==> config.mk <==
export PLATFORM = sky130hd
export DESIGN_NAME = uart_program_loader
export DESIGN_NICKNAME = d
export VERILOG_FILES = /design/src/rtl/uart_program_loader.sv
export SDC_FILE = /design/constraint.sdc
export NUM_CORES = 1
export LEC_CHECK = 0
export CORE_AREA = 2 2 92 94
export CTS_CLUSTER_DIAMETER = 100
export DETAILED_ROUTE_END_ITERATION = 10
export DIE_AREA = 0 0 94 96
export PLACE_DENSITY = 0.76
export SLEW_MARGIN = 20
export SYNTH_ARGS = -nofsm -noshare
export SYNTH_HDL_FRONTEND = slang
export SYNTH_SLANG_ARGS = --single-unit
==> constraint.sdc <==
create_clock -name clock_reg -period 2.65 [get_ports clock_reg]
set_input_delay 0.265 -clock clock_reg [delete_from_list [all_inputs] [get_ports clock_reg]]
set_output_delay 0.265 -clock clock_reg [all_outputs]
set_load 0.02 [all_outputs]
==> src/rtl/uart_program_loader.sv <==
// uart_program_loader
// Receives 8N1 UART bytes and packs them little-endian into 32-bit
// instruction words. Each completed word is handed to instruction memory
// with a one-cycle write strobe. The address then advances by 4.
//
// Parameters
//   CLKS_PER_BIT : clock cycles per UART bit (4..4095)
//   BASE_ADDR    : address of the first word after reset or restart
// Ports
//   clock_reg   in   single clock, rising edge
//   reset       in   asynchronous active-low reset
//   rx          in   UART line, idle high, asynchronous to clock_reg
//   load_en     in   1 = receive; 0 = hold idle and drop any partial word
//   restart     in   synchronous clear of FSM, lane, address and error flag
//   we          out  one-cycle write strobe
//   addr        out  byte address of the word being written
//   wdata       out  assembled word (changes only when a word is written)
//   busy        out  receiving a byte, or a partial word is held
//   framing_err out  sticky; set when a stop bit is sampled low
module uart_program_loader #(
  parameter int unsigned CLKS_PER_BIT = 434,
  parameter logic [7:0]  BASE_ADDR    = 8'h00
) (
  input  logic        clock_reg,
  input  logic        reset,
  input  logic        rx,
  input  logic        load_en,
  input  logic        restart,
  output logic        we,
  output logic [7:0]  addr,
  output logic [31:0] wdata,
  output logic        busy,
  output logic        framing_err
);

  typedef enum logic [1:0] {IDLE, START, DATA, STOP} state_e;

  localparam logic [11:0] BIT_LAST  = 12'(CLKS_PER_BIT - 1);
  localparam logic [11:0] HALF_LAST = 12'(CLKS_PER_BIT / 2 - 1);

  logic        rx_meta_q, rx_meta_d;
  logic        rx_sync_q, rx_sync_d;
  logic [1:0]  fill_q, fill_d;    // synchronizer holds real samples
  logic        armed_q, armed_d;  // rx has been seen high since reset
  state_e      state_q, state_d;
  logic [11:0] cnt_q, cnt_d;
  logic [2:0]  bit_q, bit_d;
  logic [7:0]  shift_q, shift_d;
  logic [1:0]  lane_q, lane_d;
  logic [31:0] word_q, word_d;    // assembly buffer; keeps bytes not yet refilled
  logic [31:0] wdata_q, wdata_d;
  logic [7:0]  addr_q, addr_d;
  logic        we_q, we_d;
  logic        busy_q, busy_d;
  logic        ferr_q, ferr_d;

  always_comb begin
    // NOTE: every signal gets a default first. This keeps the block
    // purely combinational, so no latches are inferred.
    rx_meta_d = rx;
    rx_sync_d = rx_meta_q;
    fill_d    = {fill_q[0], 1'b1};
    armed_d   = armed_q | (fill_q[1] & rx_sync_q);
    state_d   = state_q;
    cnt_d     = cnt_q + 12'd1;
    bit_d     = bit_q;
    shift_d   = shift_q;
    lane_d    = lane_q;
    word_d    = word_q;
    wdata_d   = wdata_q;
    addr_d    = we_q ? addr_q + 8'd4 : addr_q;
    we_d      = 1'b0;
    ferr_d    = ferr_q;

    unique case (state_q)
      IDLE: begin
        cnt_d = '0;
        if (load_en && armed_q && !rx_sync_q) state_d = START;
      end
      START: begin
        // Recheck the line at mid start bit. A short low pulse is
        // rejected here as a glitch.
        if (cnt_q == HALF_LAST) begin
          cnt_d   = '0;
          bit_d   = '0;
          state_d = rx_sync_q ? IDLE : DATA;
        end
      end
      DATA: begin
        if (cnt_q == BIT_LAST) begin
          cnt_d   = '0;
          shift_d = {rx_sync_q, shift_q[7:1]};  // LSB arrives first
          bit_d   = bit_q + 3'd1;
          if (bit_q == 3'd7) state_d = STOP;
        end
      end
      STOP: begin
        if (cnt_q == BIT_LAST) begin
          cnt_d   = '0;
          state_d = IDLE;
          if (rx_sync_q) begin
            word_d[8*lane_q +: 8] = shift_q;
            lane_d = lane_q + 2'd1;
            if (lane_q == 2'd3) begin
              wdata_d = {shift_q, word_q[23:0]};
              we_d    = 1'b1;
            end
          end else begin
            ferr_d = 1'b1;
          end
        end
      end
      default: state_d = IDLE;
    endcase

    if (!load_en) begin
      state_d = IDLE;
      cnt_d   = '0;
      lane_d  = '0;
      we_d    = 1'b0;
      wdata_d = wdata_q;
    end

    if (restart) begin
      state_d = IDLE;
      cnt_d   = '0;
      lane_d  = '0;
      addr_d  = BASE_ADDR;
      ferr_d  = 1'b0;
      we_d    = 1'b0;
      wdata_d = wdata_q;
    end

    busy_d = (state_d != IDLE) || (lane_d != 2'd0);
  end

  // NOTE: sequential state uses non-blocking assignments only. All flops
  // then update together and simulation matches hardware.
  always_ff @(posedge clock_reg or negedge reset) begin
    if (!reset) begin
      rx_meta_q <= 1'b1;
      rx_sync_q <= 1'b1;
      fill_q    <= '0;
      armed_q   <= 1'b0;
      state_q   <= IDLE;
      cnt_q     <= '0;
      bit_q     <= '0;
      shift_q   <= '0;
      lane_q    <= '0;
      word_q    <= '0;
      wdata_q   <= '0;
      addr_q    <= BASE_ADDR;
      we_q      <= 1'b0;
      busy_q    <= 1'b0;
      ferr_q    <= 1'b0;
    end else begin
      rx_meta_q <= rx_meta_d;
      rx_sync_q <= rx_sync_d;
      fill_q    <= fill_d;
      armed_q   <= armed_d;
      state_q   <= state_d;
      cnt_q     <= cnt_d;
      bit_q     <= bit_d;
      shift_q   <= shift_d;
      lane_q    <= lane_d;
      word_q    <= word_d;
      wdata_q   <= wdata_d;
      addr_q    <= addr_d;
      we_q      <= we_d;
      busy_q    <= busy_d;
      ferr_q    <= ferr_d;
    end
  end

  assign we          = we_q;
  assign addr        = addr_q;
  assign wdata       = wdata_q;
  assign busy        = busy_q;
  assign framing_err = ferr_q;

endmodule

### After elaboration in Yosys (flattened, before gate mapping)

Cells that the tools add are included.

* flip-flop bits (word level): 107
* output and inout port bits: 43

* add/subtract/negate cells: 5
* equality and inequality tests: 10
* shifts and indexed selects: 2
* multiplexer cells: 35
* bitwise logic cells: 3
* reduce and logical (&&, ||, !) cells: 17

Operators by type and width (number)
* $mux W12: 4
* $pmux W12 S3: 1
* $neg A5 Y34: 1
* $shift A8 B34 Y32 const A: 1
* $shiftx A8 B34 Y32: 1
* $bwmux W32: 1
* $mux W2: 13
* $mux W8: 2
* $add A12 B1 Y12 const B: 1
* $eq A12 B8 Y1 const B: 1
* $eq A12 B9 Y1 const B: 1
* $reduce_bool A2 Y1: 6
* $mux W1: 10
* $reduce_and A3 Y1: 3
* $add A8 B3 Y8 const B: 1
* $pmux W2 S4: 1
* $eq A2 B2 Y1 const B: 3
* $mux W3: 2
* $ne A2 B2 Y1 const B: 3
* $pmux W3 S2: 1
* $reduce_and A6 Y1: 1
* $add A3 B1 Y3 const B: 1
* $eq A3 B3 Y1 const B: 1
* $add A2 B1 Y2 const B: 1
* other kinds (10): 11

### Depth between registers and ports, before layout

* depth after elaboration: 8
* mapped depth: 10
* depth with buffers taken out: 7

### Least setup slack after synthesis

OpenSTA, ideal clock, no wires.

* kind: register to register
* start: register cnt_q[1]
* end: register wdata_q[10] (netlist: wdata[10])
* arrival: 2114 ps
* data required time: 2525 ps
* path slack: 411 ps
* cell stages (with the launch flop): 11
* buffers on the path: 3
* cells stage by stage: dfrtp_1 > inv_1 > ha_1 > and4bb_2 > nor4bb_1 > buf_4 > and2_4 > and3_4 > buf_12 > buf_12 > mux2_4

* cells in the longest elaborated chain, start to end: 2

Ends and longest elaborated chain
* from (decl): RTL line 46 `logic [11:0] cnt_q, cnt_d;`
* from (signal assigned): RTL line 162 `cnt_q <= cnt_d;`
* $eq A12 B9 Y1: RTL line 98 `if (cnt_q == BIT_LAST) begin`
* $reduce_and A6 Y1 (no line)
* to (signal assigned): RTL line 167 `wdata_q <= wdata_d;`
* to (decl): RTL line 51 `logic [31:0] wdata_q, wdata_d;`

No other way between the ends.
A chain may end at the register's enable or synchronous reset.

### Final worst setup path

* start: register cnt_q[1]
* end: register wdata_q[31] (netlist: wdata[31])

Same word-level chain as after synthesis.

==> results.md <==
- The internal power is ~1.9 mW.
- Summed over all layers, the routed wires come to 7480 microns.
- After detailed routing, the average wire length per cell comes to 14.6 microns.
- Counting distinct cell types in the post-synthesis netlist gives 44.
- In the layout the commonest cells are 95 x sky130_fd_sc_hd__dfrtp_1, 58 x sky130_fd_sc_hd__nand2_1, 44 x sky130_fd_sc_hd__clkdlybuf4s50_1.
- The startpoint-to-endpoint class of the critical path is reg -> reg.
- The reg-to-reg setup timing slack is 0.19 ns.
- The final-layout fill cell count is 666.
- The worst hold path class is in -> reg.
- The total of warnings raised by yosys is 0.
- Tracing the worst setup path back leads to its startpoint at cnt_q[1]$_DFF_PN0_.
- The worst slew margin relative to its limit is 0.543.
- Each instance of the synthesized netlist takes up on average approximately 12 sq um.
- The DRC violation count after routing is 0.
- The signal on the critical path passes through inv_1 > ha_1 > and4bb_2 > nor4bb_1 > and2_4 > and3_4 > buf_12 > mux2_4.
- The floorplan row count is 33.
- The number of cells in the finished layout apart from fillers is between 500 and 600.
- The power density of the placed cells is 496 nW/um^2.
- The horizontal die dimension is 94 microns.
- The kind of cell adding the most delay to the critical path is simple AND/OR/NAND/NOR gates.
- The number of antenna violations at the first check in global routing is 0.
- The run finished with clean final reports.
- The largest net degree at the start of global routing is 57.
- Of all nets on the critical path, the largest fanout is 32.
- The netlist area before placement is roughly 4300 sq um.
- The total number of H-tree levels is 3.
- The type of element capturing the critical path is a flop.
- The TritonCTS clock tree is done.
- The sum of negative setup slack is 0 ns.
- The detailed router finished its first iteration with 174 violations.
- The CTS clock-pin slew for the worst setup and hold paths is approximately 0.10 ns.
- The pre-CTS worst setup slack is 0.203 ns.
- The max-slew violation count is 0.
- The critical path runs through a total of 8 cells.
- The antenna cell count is 0.
- Across the whole layout, storage elements account for 2430 sq um.
- Leaving out fill and tap cells, the most frequent cell in the layout is sky130_fd_sc_hd__dfrtp_1.
- Using the TritonRoute via totals, the vias-per-cell ratio works out to 5.25.
- Measured in cells, the most critical reg-to-reg path has a length of 8.
- The latest clock arrival within the worst-skew pair is 0.38 ns.
- The cell sitting at the root of the clock tree is a sky130_fd_sc_hd__clkbuf_8.
- Global routing finished with a remaining overflow of 0.
- Max-cap violations in this run came to 0.
- Once placement finished, the instance area stood at 4810 sq um.
- Routability-driven placement finished with a final weighted congestion of 0.775.
- Together, buffers and inverters on the worst path number 2.
- After floorplanning, the core was sized to cover between 8000 and 9000 sq um.
- The data arrival time of the worst path is 2.72 ns.
- The endpoint identified for the worst register-to-register timing path is wdata[31]$_DFFE_PN0P_.
- The count of boundary I/O pins is 48.
- The proportion of power drawn by combinational gates is 0.022.
- The via count of the first global-routing pass is 2635.
- Of the available clock period, the critical path in the final layout requires 0.929.
- The ratio of cells with drive above 1 in the final layout is 0.185.
- The share of total power dissipated in the clock network is 0.381.
- VDD sags by at most 296 uV.
- The area taken by multi-input logic gates is approximately 1700 sq um.
- In this run the static leakage power is 2.25 nW.
- For the pin with the worst max-slew slack, the measured transition is just under 0.7 ns.
- The number of placed instances, taps included, is 494.
- The share of total power dissipated in sequential elements is 0.597.
- At the end of the flow, the number of nets in the layout was 417.
- Setup slack closes at 0.188 ns.
- The total power draw is ~2.5 mW.
- The worst flop-to-flop path startpoint is cnt_q[1]$_DFF_PN0_.
- The final number of hold-violating endpoints is 0.
- The worst clock skew is 0.0211 ns.
- The worst-path cell with the longest stage delay is sky130_fd_sc_hd__dfrtp_1.
- Summed over all nets, the switching power comes to 0.616 mW.
- The count of endpoints failing setup in the final report is 0.
- The share of the Yosys chip area taken by registers is 0.568.
- STA classifies the critical path startpoint as a flop.
- For this run, the top clock speed supported by timing is between 0.4 and 0.5 GHz.
- The first global-routing pass estimated around 13000 microns of wire.
- The proportion of total power due to net switching is 0.247.
- The number of buffers between clock root and the deepest sink is 2.
- For this design, the sink count on the clock tree is 97.
- The worst hold slack after final layout is 0.300 ns.
- The number of resized instances in the post-cts repair step is 0.
- The destination of the critical timing path is wdata[31]$_DFFE_PN0P_.
- The final instance area is 5030 sq um.
- The aggregate global-route resource usage is 0.183.
- The largest incremental delay on the critical path is 0.41 ns.
- The count of TritonRoute iterations in the first routing pass is 6.
- Compared with the post-synthesis result, the final layout area differs by 17.5%.
- The die covers 9020 sq um.
- The via total after detailed routing is 2685.
- The cell count after synthesis is 350.
- The HPWL after detailed placement is 5250 microns.
- The time the worst path needs with I/O delays and setup is 2.46 ns.
- From bottom edge to top edge, the die measures 96 microns.
- The remaining antenna violation count is 0.
- Counting flops and latches in the post-synthesis netlist gives 97.
- Once layout is complete, the utilization of the core stands at 0.625.
- The initial utilization of the core area, before any placement, comes to 0.531.
- Counting the buffers created by CTS gives 9.
- For the worst setup path, the data required time is 2.90 ns.
- The count of buffers from port buffering is 45.
- Setup repair after global routing left no endpoint under its margin.
-- synthesized netlist by cell type, drive strengths merged --
cell | count | area share
nand2b | 1 | 0.0015
or3 | 1 | 0.0015
a21o | 1 | 0.0018
nand4 | 4 | 0.0058
dfrtp | 95 | 0.56
nor3b | 4 | 0.0082
nand2 | 58 | 0.051
clkbuf | 7 | 0.0061
a31oi | 3 | 0.0044
or3b | 1 | 0.0026
xor2 | 8 | 0.016
nor2b | 2 | 0.0029
xnor2 | 7 | 0.014
nor4bb | 1 | 0.0023
o31a | 1 | 0.0020
nor4b | 1 | 0.0020
and2 | 4 | 0.0064
and4bb | 1 | 0.0029
and3 | 8 | 0.013
buf | 8 | 0.025
a22o | 2 | 0.0041
mux2 | 42 | 0.14
inv | 6 | 0.0053
a21oi | 3 | 0.0035
and4 | 1 | 0.0020
a221o | 1 | 0.0023
ha | 11 | 0.032
o21ai | 26 | 0.030
or2 | 1 | 0.0015
nor3 | 1 | 0.0012
mux2i | 3 | 0.0070
dfstp | 2 | 0.012
nand4bb | 1 | 0.0026
nor2 | 25 | 0.022
nand3 | 5 | 0.0058
nor4 | 1 | 0.0015
o41ai | 1 | 0.0020
conb | 2 | 0.0018
-- state kept, by name, summed over array words and instances (netlist names) --
name / flops
addr: 6
armed_q: 1
bit_q: 3
busy: 1
cnt_q: 12
fill_q: 2
framing_err: 1
lane_q: 2
rx_meta_q: 1
rx_sync_q: 1
shift_q: 8
state_q: 2
wdata: 32
we: 1
word_q: 24
-- layout make-up --
| class | count | area share |
|---|---|---|
| clock buffers | 9 | 0.0246 |
| clock inverters | 7 | 0.0162 |
| inverters | 6 | 0.00448 |
| flip-flops and latches | 97 | 0.483 |
| repair buffers | 54 | 0.108 |
| multi-input cells | 233 | 0.337 |
| well taps | 105 | 0.0261 |
-- power groups by stage --
stage / combinational [mW] / sequential, mW / clock [mW]
after floorplan: 0.0163 / 1.52 / 0
after global placement: 0.0553 / 1.52 / 0
after detailed placement: 0.0562 / 1.52 / 0
after CTS: 0.0579 / 1.49 / 0.982
after global routing: 0.0647 / 1.49 / 1.04
final: 0.0555 / 1.49 / 0.950
-- worst register-to-register path, stage by stage, from the launching register on --
cell and delay (ns):
sky130_fd_sc_hd__dfrtp_1 0.41, sky130_fd_sc_hd__inv_1 0.09, sky130_fd_sc_hd__ha_1 0.14, sky130_fd_sc_hd__and4bb_2 0.25, sky130_fd_sc_hd__nor4bb_1 0.41, sky130_fd_sc_hd__and2_4 0.25
sky130_fd_sc_hd__and3_4 0.20, sky130_fd_sc_hd__buf_12 0.23, sky130_fd_sc_hd__mux2_4 0.37
-- repair_timing --
action,CTS,global route
hold buffers,1,0
hold endpoints to repair,55,0
setup buffers,0,0
-- how the worst min path moves through the flow --
stage,slack [ns],start,endpoint,cells after the start
2_1_floorplan,-0.03,reset,addr[2]$_DFFE_PN0N_,0
3_3_place_gp,0.33,fill_q[0]$_DFF_PN0_,fill_q[1]$_DFF_PN0_,0
3_5_place_dp,0.34,fill_q[0]$_DFF_PN0_,fill_q[1]$_DFF_PN0_,0
4_1_cts,0.29,rx,rx_meta_q$_DFF_PN1_,1
5_1_grt,0.29,rx,rx_meta_q$_DFF_PN1_,1
6_report,0.30,rx,rx_meta_q$_DFF_PN1_,1
-- kinds of logic (layout without fill, tap and decap cells) --
| group | after synthesis | count (layout) | share of synthesized area |
|---|---|---|---|
| AND/OR/NAND/NOR | 121 | 121 | 0.137 |
| buffers and inverters | 21 | 76 | 0.0365 |
| XOR/XNOR | 15 | 15 | 0.0307 |
| multiplexers | 45 | 45 | 0.144 |
| flip-flops | 97 | 97 | 0.568 |
| AO/OA/AOI/OAI | 38 | 38 | 0.0506 |
| other | 2 | 3 | 0.00176 |
| adder cells (fa/ha/maj) | 11 | 11 | 0.0322 |
-- layer usage --
layer / vias up / wire length, microns / GRT usage
met1: 1331 / 3320 / 0.236
met3: 14 / 212 / 0.0305
met5: - / 0 / 0
met2: 51 / 3790 / 0.307
met4: 0 / 149 / 0.0797
li1: 1289 / - / -
No activity file was read; power rests on OpenSTA's default activity.
